**src/rtl/uart_rx_frame_ctrl_if.sv**
```systemverilog
// uart_rx_frame_ctrl_if: byte-stream input, held-frame output and payload
// read port of uart_rx_frame_ctrl. clk and reset_n stay outside as plain ports.
interface uart_rx_frame_ctrl_if #(
  parameter int unsigned MAX_LEN = 16
);
  localparam int unsigned AW = (MAX_LEN > 1) ? $clog2(MAX_LEN) : 1;

  logic          rx_dv;
  logic [7:0]    rx_byte;
  logic          frame_valid;
  logic [7:0]    frame_cmd;
  logic [7:0]    frame_len;
  logic [AW-1:0] rd_addr;
  logic [7:0]    rd_data;
  logic          frame_ack;
  logic          busy;
  logic          err_chk;
  logic          err_len;
  logic          err_timeout;
  logic          err_ovr;

  // Receiver / consumer side
  modport master (
    output rx_dv, rx_byte, rd_addr, frame_ack,
    input  frame_valid, frame_cmd, frame_len, rd_data, busy,
           err_chk, err_len, err_timeout, err_ovr
  );

  // Frame controller side
  modport slave (
    input  rx_dv, rx_byte, rd_addr, frame_ack,
    output frame_valid, frame_cmd, frame_len, rd_data, busy,
           err_chk, err_len, err_timeout, err_ovr
  );
endinterface

```
**src/rtl/uart_rx_frame_ctrl.sv**
```systemverilog
// uart_rx_frame_ctrl: parses SYNC, CMD, LEN, payload, CHK from the uart_rx
// byte stream, checks length/checksum/inter-byte timing, buffers the payload
// and holds the decoded frame until the consumer acknowledges it.
// Build option: define UART_FRAME_CRC8_EN to use CRC-8 (poly 0x07, init 0,
// MSB-first) as CHK instead of the plain XOR of CMD, LEN and payload.
module uart_rx_frame_ctrl #(
  parameter logic [7:0]  SYNC_BYTE    = 8'hA5,
  parameter int unsigned MAX_LEN      = 16,
  parameter int unsigned TIMEOUT_CLKS = 50000
) (
  input logic                 clk,
  input logic                 reset_n,
  uart_rx_frame_ctrl_if.slave bus
);

  localparam int unsigned AW = (MAX_LEN > 1) ? $clog2(MAX_LEN) : 1;
  localparam int unsigned TW = $clog2(TIMEOUT_CLKS);
  localparam logic [TW-1:0] TMO_LAST  = TW'(TIMEOUT_CLKS - 1);
  localparam logic [7:0]    MAX_LEN_B = 8'(MAX_LEN);

  typedef enum logic [2:0] {
    S_IDLE,
    S_CMD,
    S_LEN,
    S_PAYLOAD,
    S_CHK,
    S_HOLD
  } state_t;

  state_t        state_q, state_d;
  logic [7:0]    cmd_q, cmd_d;
  logic [7:0]    len_q, len_d;
  logic [7:0]    idx_q, idx_d;
  logic [7:0]    chk_q, chk_d;
  logic [7:0]    fcmd_q, fcmd_d;
  logic [7:0]    flen_q, flen_d;
  logic [TW-1:0] tmo_q, tmo_d;
  logic          err_chk_q, err_chk_d;
  logic          err_len_q, err_len_d;
  logic          err_tmo_q, err_tmo_d;
  logic          err_ovr_q, err_ovr_d;
  logic          tmo_exp;
  logic          buf_we;
  logic [7:0]    buf_q [MAX_LEN];

  // One byte of check accumulation: CRC-8 or XOR depending on build.
  function automatic logic [7:0] chk_step(input logic [7:0] c, input logic [7:0] b);
    logic [7:0] r;
`ifdef UART_FRAME_CRC8_EN
    r = c ^ b;
    for (int unsigned i = 0; i < 8; i++) begin
      r = r[7] ? ({r[6:0], 1'b0} ^ 8'h07) : {r[6:0], 1'b0};
    end
`else
    r = c ^ b;
`endif
    return r;
  endfunction

  // State and frame registers
  always_ff @(posedge clk or negedge reset_n) begin
    if (!reset_n) begin
      state_q   <= S_IDLE;
      cmd_q     <= '0;
      len_q     <= '0;
      idx_q     <= '0;
      chk_q     <= '0;
      fcmd_q    <= '0;
      flen_q    <= '0;
      tmo_q     <= '0;
      err_chk_q <= 1'b0;
      err_len_q <= 1'b0;
      err_tmo_q <= 1'b0;
      err_ovr_q <= 1'b0;
    end else begin
      state_q   <= state_d;
      cmd_q     <= cmd_d;
      len_q     <= len_d;
      idx_q     <= idx_d;
      chk_q     <= chk_d;
      fcmd_q    <= fcmd_d;
      flen_q    <= flen_d;
      tmo_q     <= tmo_d;
      err_chk_q <= err_chk_d;
      err_len_q <= err_len_d;
      err_tmo_q <= err_tmo_d;
      err_ovr_q <= err_ovr_d;
    end
  end

  // Payload buffer: written only while parsing payload, so frozen during HOLD
  always_ff @(posedge clk) begin
    if (buf_we) begin
      buf_q[idx_q[AW-1:0]] <= bus.rx_byte;
    end
  end

  // Next-state, checksum, inter-byte timeout and error pulse generation
  always_comb begin
    state_d   = state_q;
    cmd_d     = cmd_q;
    len_d     = len_q;
    idx_d     = idx_q;
    chk_d     = chk_q;
    fcmd_d    = fcmd_q;
    flen_d    = flen_q;
    err_chk_d = 1'b0;
    err_len_d = 1'b0;
    err_tmo_d = 1'b0;
    err_ovr_d = 1'b0;
    buf_we    = 1'b0;

    // A byte arriving on the expiry cycle takes priority over the timeout.
    tmo_exp = (tmo_q == TMO_LAST) && !bus.rx_dv;
    if ((state_q == S_IDLE) || (state_q == S_HOLD) || bus.rx_dv || tmo_exp) begin
      tmo_d = '0;
    end else begin
      tmo_d = tmo_q + TW'(1);
    end

    unique case (state_q)
      S_IDLE: begin
        if (bus.rx_dv && (bus.rx_byte == SYNC_BYTE)) begin
          state_d = S_CMD;
        end
      end
      S_CMD: begin
        if (bus.rx_dv) begin
          cmd_d   = bus.rx_byte;
          chk_d   = chk_step('0, bus.rx_byte);
          state_d = S_LEN;
        end else if (tmo_exp) begin
          err_tmo_d = 1'b1;
          state_d   = S_IDLE;
        end
      end
      S_LEN: begin
        if (bus.rx_dv) begin
          chk_d = chk_step(chk_q, bus.rx_byte);
          if (bus.rx_byte > MAX_LEN_B) begin
            err_len_d = 1'b1;
            state_d   = S_IDLE;
          end else begin
            len_d   = bus.rx_byte;
            idx_d   = '0;
            state_d = (bus.rx_byte == 8'd0) ? S_CHK : S_PAYLOAD;
          end
        end else if (tmo_exp) begin
          err_tmo_d = 1'b1;
          state_d   = S_IDLE;
        end
      end
      S_PAYLOAD: begin
        if (bus.rx_dv) begin
          buf_we = 1'b1;
          chk_d  = chk_step(chk_q, bus.rx_byte);
          idx_d  = idx_q + 8'd1;
          if (idx_q == (len_q - 8'd1)) begin
            state_d = S_CHK;
          end
        end else if (tmo_exp) begin
          err_tmo_d = 1'b1;
          state_d   = S_IDLE;
        end
      end
      S_CHK: begin
        if (bus.rx_dv) begin
          if (bus.rx_byte == chk_q) begin
            fcmd_d  = cmd_q;
            flen_d  = len_q;
            state_d = S_HOLD;
          end else begin
            err_chk_d = 1'b1;
            state_d   = S_IDLE;
          end
        end else if (tmo_exp) begin
          err_tmo_d = 1'b1;
          state_d   = S_IDLE;
        end
      end
      S_HOLD: begin
        // A byte arriving here is dropped even when ack arrives with it.
        if (bus.rx_dv) begin
          err_ovr_d = 1'b1;
        end
        if (bus.frame_ack) begin
          state_d = S_IDLE;
        end
      end
      default: begin
        state_d = S_IDLE;
      end
    endcase
  end

  assign bus.frame_valid = (state_q == S_HOLD);
  assign bus.busy        = (state_q != S_IDLE);
  assign bus.frame_cmd   = fcmd_q;
  assign bus.frame_len   = flen_q;
  assign bus.rd_data     = buf_q[bus.rd_addr];
  assign bus.err_chk     = err_chk_q;
  assign bus.err_len     = err_len_q;
  assign bus.err_timeout = err_tmo_q;
  assign bus.err_ovr     = err_ovr_q;

endmodule

```
**src/flat_wrapper.sv**
```systemverilog
// flat-port wrapper written by rule: the top's interface ports become plain ports
module uart_rx_frame_ctrl_flat 
#(
  parameter logic [7:0]  SYNC_BYTE    = 8'hA5,
  parameter int unsigned MAX_LEN      = 16,
  parameter int unsigned TIMEOUT_CLKS = 50000
)
  (clk, reset_n, bus_rx_dv, bus_rx_byte, bus_rd_addr, bus_frame_ack, bus_frame_valid, bus_frame_cmd, bus_frame_len, bus_rd_data, bus_busy, bus_err_chk, bus_err_len, bus_err_timeout, bus_err_ovr);
  uart_rx_frame_ctrl_if #(.MAX_LEN(MAX_LEN)) bus_i ();
  input logic clk;
  input logic reset_n;
  input wire logic [$bits(bus_i.rx_dv)-1:0] bus_rx_dv;
  input wire logic [$bits(bus_i.rx_byte)-1:0] bus_rx_byte;
  input wire logic [$bits(bus_i.rd_addr)-1:0] bus_rd_addr;
  input wire logic [$bits(bus_i.frame_ack)-1:0] bus_frame_ack;
  output wire logic [$bits(bus_i.frame_valid)-1:0] bus_frame_valid;
  output wire logic [$bits(bus_i.frame_cmd)-1:0] bus_frame_cmd;
  output wire logic [$bits(bus_i.frame_len)-1:0] bus_frame_len;
  output wire logic [$bits(bus_i.rd_data)-1:0] bus_rd_data;
  output wire logic [$bits(bus_i.busy)-1:0] bus_busy;
  output wire logic [$bits(bus_i.err_chk)-1:0] bus_err_chk;
  output wire logic [$bits(bus_i.err_len)-1:0] bus_err_len;
  output wire logic [$bits(bus_i.err_timeout)-1:0] bus_err_timeout;
  output wire logic [$bits(bus_i.err_ovr)-1:0] bus_err_ovr;
  assign bus_i.rx_dv = bus_rx_dv;
  assign bus_i.rx_byte = bus_rx_byte;
  assign bus_i.rd_addr = bus_rd_addr;
  assign bus_i.frame_ack = bus_frame_ack;
  assign bus_frame_valid = bus_i.frame_valid;
  assign bus_frame_cmd = bus_i.frame_cmd;
  assign bus_frame_len = bus_i.frame_len;
  assign bus_rd_data = bus_i.rd_data;
  assign bus_busy = bus_i.busy;
  assign bus_err_chk = bus_i.err_chk;
  assign bus_err_len = bus_i.err_len;
  assign bus_err_timeout = bus_i.err_timeout;
  assign bus_err_ovr = bus_i.err_ovr;
  uart_rx_frame_ctrl #(.SYNC_BYTE(SYNC_BYTE), .MAX_LEN(MAX_LEN), .TIMEOUT_CLKS(TIMEOUT_CLKS)) u_core (.clk(clk), .reset_n(reset_n), .bus(bus_i));
endmodule
```
**config.mk**
```make
export PLATFORM = sky130hd
export DESIGN_NAME = uart_rx_frame_ctrl_flat
export DESIGN_NICKNAME = d
export VERILOG_FILES = /design/src/rtl/uart_rx_frame_ctrl_if.sv /design/src/rtl/uart_rx_frame_ctrl.sv /design/src/flat_wrapper.sv
export SDC_FILE = /design/constraint.sdc
export NUM_CORES = 1
export LEC_CHECK = 0
export BUFFER_PORTS_ARGS = -buffer_cell sky130_fd_sc_hd__buf_4
export CAP_MARGIN = 0
export CORE_ASPECT_RATIO = 1.25
export CORE_MARGIN = 2
export CORE_UTILIZATION = 50
export CTS_CLUSTER_SIZE = 24
export DETAILED_ROUTE_END_ITERATION = 7
export PLACE_DENSITY = 0.67
export SYNTH_ARGS = -nofsm -noshare
export SYNTH_HDL_FRONTEND = slang
export SYNTH_SLANG_ARGS = --single-unit
```
**constraint.sdc**
```tcl
create_clock -name clk -period 4.1 [get_ports clk]
set_input_delay 0.41 -clock clk [delete_from_list [all_inputs] [get_ports clk]]
set_output_delay 0.41 -clock clk [all_outputs]
set_load 0.02 [all_outputs]
```
[Word-level counts from Yosys, hierarchy flattened]
Memories as Yosys holds them, arrays and structs flattened.
Index checks and enable logic that the tools add are counted.
Operators by class
  $add $sub $neg: 3
  $lt $le $gt $ge: 1
  equal/unequal tests: 17
  multiplexer cells: 34
  bitwise logic cells: 2
  reduce and logical (&&, ||, !) cells: 19
Operator list (count)
  2-to-1 mux 8 bit: 5
  2-to-1 mux 3 bit: 11
  case mux 8 bit (2 select lines): 2
  case mux 3 bit (6 select lines): 1
  adder 16 x 1 -> 16 bit (second input constant): 1
  == test 16 bit (second input constant): 1
  == test 8 bit: 2
  2-to-1 mux 16 bit: 1
  2-to-1 mux 1 bit: 14
  != test 2 bit (second input constant): 6
  AND reduction 3 bit: 4
  adder 8 x 1 -> 8 bit (second input constant): 1
  == test 8 bit (second input constant): 1
  greater-than comparator 8 x 5 -> 1 bit (second input constant): 1
  zero test 8 bit: 1
  subtractor 8 x 1 -> 8 bit (second input constant): 1
  XOR 8 bit: 1
  == test 3 x 2 -> 1 bit (second input constant): 2
  == test 3 bit (second input constant): 2
  AND reduction 4 bit: 1
  nonzero test 2 bit: 2
  OR reduction 4 bit: 1
  == test 3 x 1 -> 1 bit (second input constant): 1
  zero test 3 bit: 1
  9 further kinds: 12
Word-level totals
  bits in registers: 71
  memory bits (writable): 128
  output and inout port bits: 30
  memories: 1
Memories
  u_core.buf_q: words 16, bits a word 8, rd ports 1, clocked after Yosys merged registers in 0, wr ports 1, line uart_rx_frame_ctrl.sv:44  | logic [7:0] buf_q [MAX_LEN];

[Logic depth before layout (Yosys ltp)]
  depth after elaboration: 5
  mapped depth: 9

[Worst setup path before layout]
OpenSTA, ideal clock, no wires.
  kind: input-to-output
  from: input bus_rd_addr[0]
  to: output bus_rd_data[0]
  arrival time: 1993 ps
  required time: 3690 ps
  setup slack: 1697 ps
  stages on the path: 4
  path through: clkbuf_1 buf_2 mux4_2 mux4_2
Between the ends
  longest elaborated chain between the ends: 1
Ends and longest elaborated chain
  start: declaration: line flat_wrapper.sv:14  | input wire logic [$bits(bus_i.rd_addr)-1:0] bus_rd_addr;
  memory read (16 x 8 bit)
  end: declaration: line flat_wrapper.sv:19  | output wire logic [$bits(bus_i.rd_data)-1:0] bus_rd_data;
No other way between the ends.

[Final worst setup path]
  from: input bus_rd_addr[0]
  to: output bus_rd_data[6]
Same word-level chain as after synthesis.

==> flow_metrics.tcl <==
set metrics [dict create \
    syn_nets 546 \
    die_x_um 120 \
    r2r_end "u_core.idx_q[6]" \
    synth_edf_count 128 \
    drive_gt1_frac 0.250 \
    clk_pin_slew_ps 70 \
    htreeDepth 4 \
    wl_per_cell_um 20.9 \
    io_pins 46 \
    synth-compound-area-share 0.0281 \
    std_cell_rows 53 \
    port-buffer-count 45 \
    post-dp-hpwl_um 10500 \
    cts_buffer_depth 2 \
    max-slew-margin-rel 0.405 \
    reg2reg_depth 6 \
    startpoint_type "input port" \
    stdcell_count 796 \
    syn-instance-count 524 \
    core_um2 16700 \
    synth_top_family_by_area "multiplexers" \
    dp_cells 765 \
    clock_sinks 199 \
    fin_nets 586 \
    cts-buffers-inserted 17 \
    clk_latency_ps 430 \
    routed_wirelength_um 16600 \
    p_leak_nw 3.52 \
    yosys.area_share.simple 0.0916 \
    arrival_ps 2190 \
    synth_cell_type_count 51 \
    tns_ps 0 \
    grt_start_max_net_pins 72 \
    reg2reg_setup_slack_ps 1640 \
    path_max_fanout 32 \
    rsz0062_at_grt "no" \
    cts_hold_buf 0 \
    fin_worst_skew_ps 9.16 \
    wl_met3_um 650 \
    initial_core_util 0.506 \
    peakVddDrop_mv 0.263 \
    synth_ff_type "edfxtp_1" \
    root_buffer "clkbuf_16" \
    grt_pass1_wl_um 26200 \
    hold_ws_ps 84.8 \
    grt_pass1_vias 4760 \
    worstPathRequired_ps 3690 \
    cts_repair_resize_count 0 \
    vias 4516 \
    chipHeight_um 149 \
    drv_cap 0 \
    cp-end-kind "primary output" \
    synth_seq_cells 199 \
    fmax_mhz 385 \
    ant_nets 0 \
    grt_overflow 0 \
    final-hold-violation-count 0 \
    place.gp.congestion 0.787 \
    dr.max_layer_used "met4" \
    critPathMaxStageDelay_ps 570 \
    antenna_found_initial 0 \
    period_minus_slack_ps 2600 \
    synthArstFlopShare 0.357 \
    rr_startpoint "u_core.state_q[0]" \
    path_cells "buf_4, mux4_2, mux4_2, buf_4" \
    maxSlewViolCount 0 \
    vias_per_cell 5.67 \
    fin_crit_sh 0.634 \
    cts_setup_buffers 0 \
    finalPower_mw 4.92 \
    drcViolationCount 0 \
    setup_viol 0 \
    met1_length_um 6930 \
    drt-initial-drc-count 291 \
    ys_seq_area_frac 0.664 \
    synth_fa_ha_area_frac 0.00887 \
    dieArea_um2 18000 \
    cpMaxStageDelayCell "mux4_2" \
    path_class "in -> out" \
    synth_xor_area_frac 0.0476 \
    grt_usage 0.199 \
    syn_area_um2 8460 \
    avgSynthCellArea_um2 16.1 \
    cts_tree "built" \
    status "finished, final reports clean" \
    tightest_slew_ps 893 \
    yosysWarnings 0 \
    p_per_area_nw_per_um2 517 \
    areaGrowthSynthToFinish_pct 12.5 \
    first_pass_iters 4 \
    synth_mux_area_frac 0.142 \
    n_antenna_cell 0 \
    utilization 0.569 \
    hold_path_class "in -> async" \
    met2WireLength_um 8830 \
]
[kinds of logic after synthesis]
group                    count (synthesis)
XOR/XNOR                                46
multiplexers                            67
flip-flops                             199
adder cells (fa/ha/maj)                  6
AND/OR/NAND/NOR                        148
AO/OA/AOI/OAI                           27
buffers and inverters                   31
[cell usage after synthesis, types with 3 or more instances]
library cell | n | share of area
mux4_2 | 40 | 0.11
nor2b_1 | 5 | 0.0037
and3_1 | 11 | 0.0081
o21ai_0 | 7 | 0.0041
inv_1 | 7 | 0.0031
xnor2_1 | 22 | 0.023
ha_1 | 6 | 0.0089
or3_1 | 4 | 0.0030
xor2_1 | 24 | 0.025
nand3_1 | 13 | 0.0077
nor3_1 | 9 | 0.0053
and2_1 | 13 | 0.0096
clkbuf_1 | 11 | 0.0049
edfxtp_1 | 128 | 0.45
nand2_1 | 31 | 0.014
mux2_2 | 24 | 0.032
nor4_1 | 3 | 0.0022
nor2_1 | 37 | 0.016
a31oi_1 | 3 | 0.0022
buf_2 | 7 | 0.0041
mux2_1 | 3 | 0.0040
buf_1 | 3 | 0.0013
nand4_1 | 6 | 0.0044
dfrtp_1 | 71 | 0.21
[flip-flops by register name, indices dropped and copies added (netlist names)]
register	cells
u_core.chk_q	8
u_core.bus.err_chk	1
u_core.state_q	3
u_core.tmo_q	16
u_core.buf_q	128
u_core.bus.err_len	1
u_core.bus.frame_len	8
u_core.len_q	8
u_core.cmd_q	8
u_core.bus.frame_cmd	8
u_core.bus.err_ovr	1
u_core.bus.err_timeout	1
u_core.idx_q	8
[report_power, final]
part / internal, mW / switching (mW) / total [mW] / leakage [nW]
combinational: 0.379 / 0.430 / 0.809 / 1.16
sequential: 2.32 / 0.193 / 2.51 / 2.09
clock: 0.894 / 0.706 / 1.60 / 0.267
[routing by layer]
metal / GRT usage / up-vias
met5: 0 / -
met4: 0.0564 / 0
met3: 0.0419 / 18
met2: 0.352 / 109
met1: 0.249 / 2336
li1: - / 2053
[per-stage QoR]
stage,instance area (um^2),worst slack (ps)
finish,9520,1500
global route,9520,1380
CTS,9520,1460
detailed placement,8950,1460
global placement,8950,1460
floorplan,8460,1700
[worst max-delay path: cells and delay by family]
kind	cells	cell delay [ps]
mux	2	1090
buf+inv	2	670
[worst max-delay path by stage]
stage / from / to / depth (start not counted)
after floorplan: bus_rd_addr[0] / bus_rd_data[0] / 4
after global routing: bus_rd_addr[0] / bus_rd_data[2] / 4
after global placement: bus_rd_addr[0] / bus_rd_data[6] / 4
after detailed placement: bus_rd_addr[0] / bus_rd_data[6] / 4
after CTS: bus_rd_addr[0] / bus_rd_data[6] / 4
final: bus_rd_addr[0] / bus_rd_data[6] / 4
[area by class of cell]
cell class,instances,area [um^2]
Tap cell,220,275
Fill cell,1359,7190
Sequential cell,199,5620
Multi-Input combinational cell,294,2700
Inverter,7,26.3
Clock inverter,12,129
Clock buffer,19,433
Timing Repair Buffer,45,338
[placed cells by master (no fill, tap or decap), types with 4 or more instances in the layout]
cell	instances
edfxtp_1	128
nand4_1	6
or3_1	4
and3_1	11
ha_1	6
and2_1	13
dfrtp_1	71
o21ai_0	7
clkbuf_16	17
xnor2_1	22
nor2b_1	5
nor2_1	37
buf_4	45
mux4_2	40
mux2_2	24
inv_1	7
nor3_1	9
nand2_1	31
nand3_1	13
xor2_1	24
No activity file was read; power rests on OpenSTA's default activity.
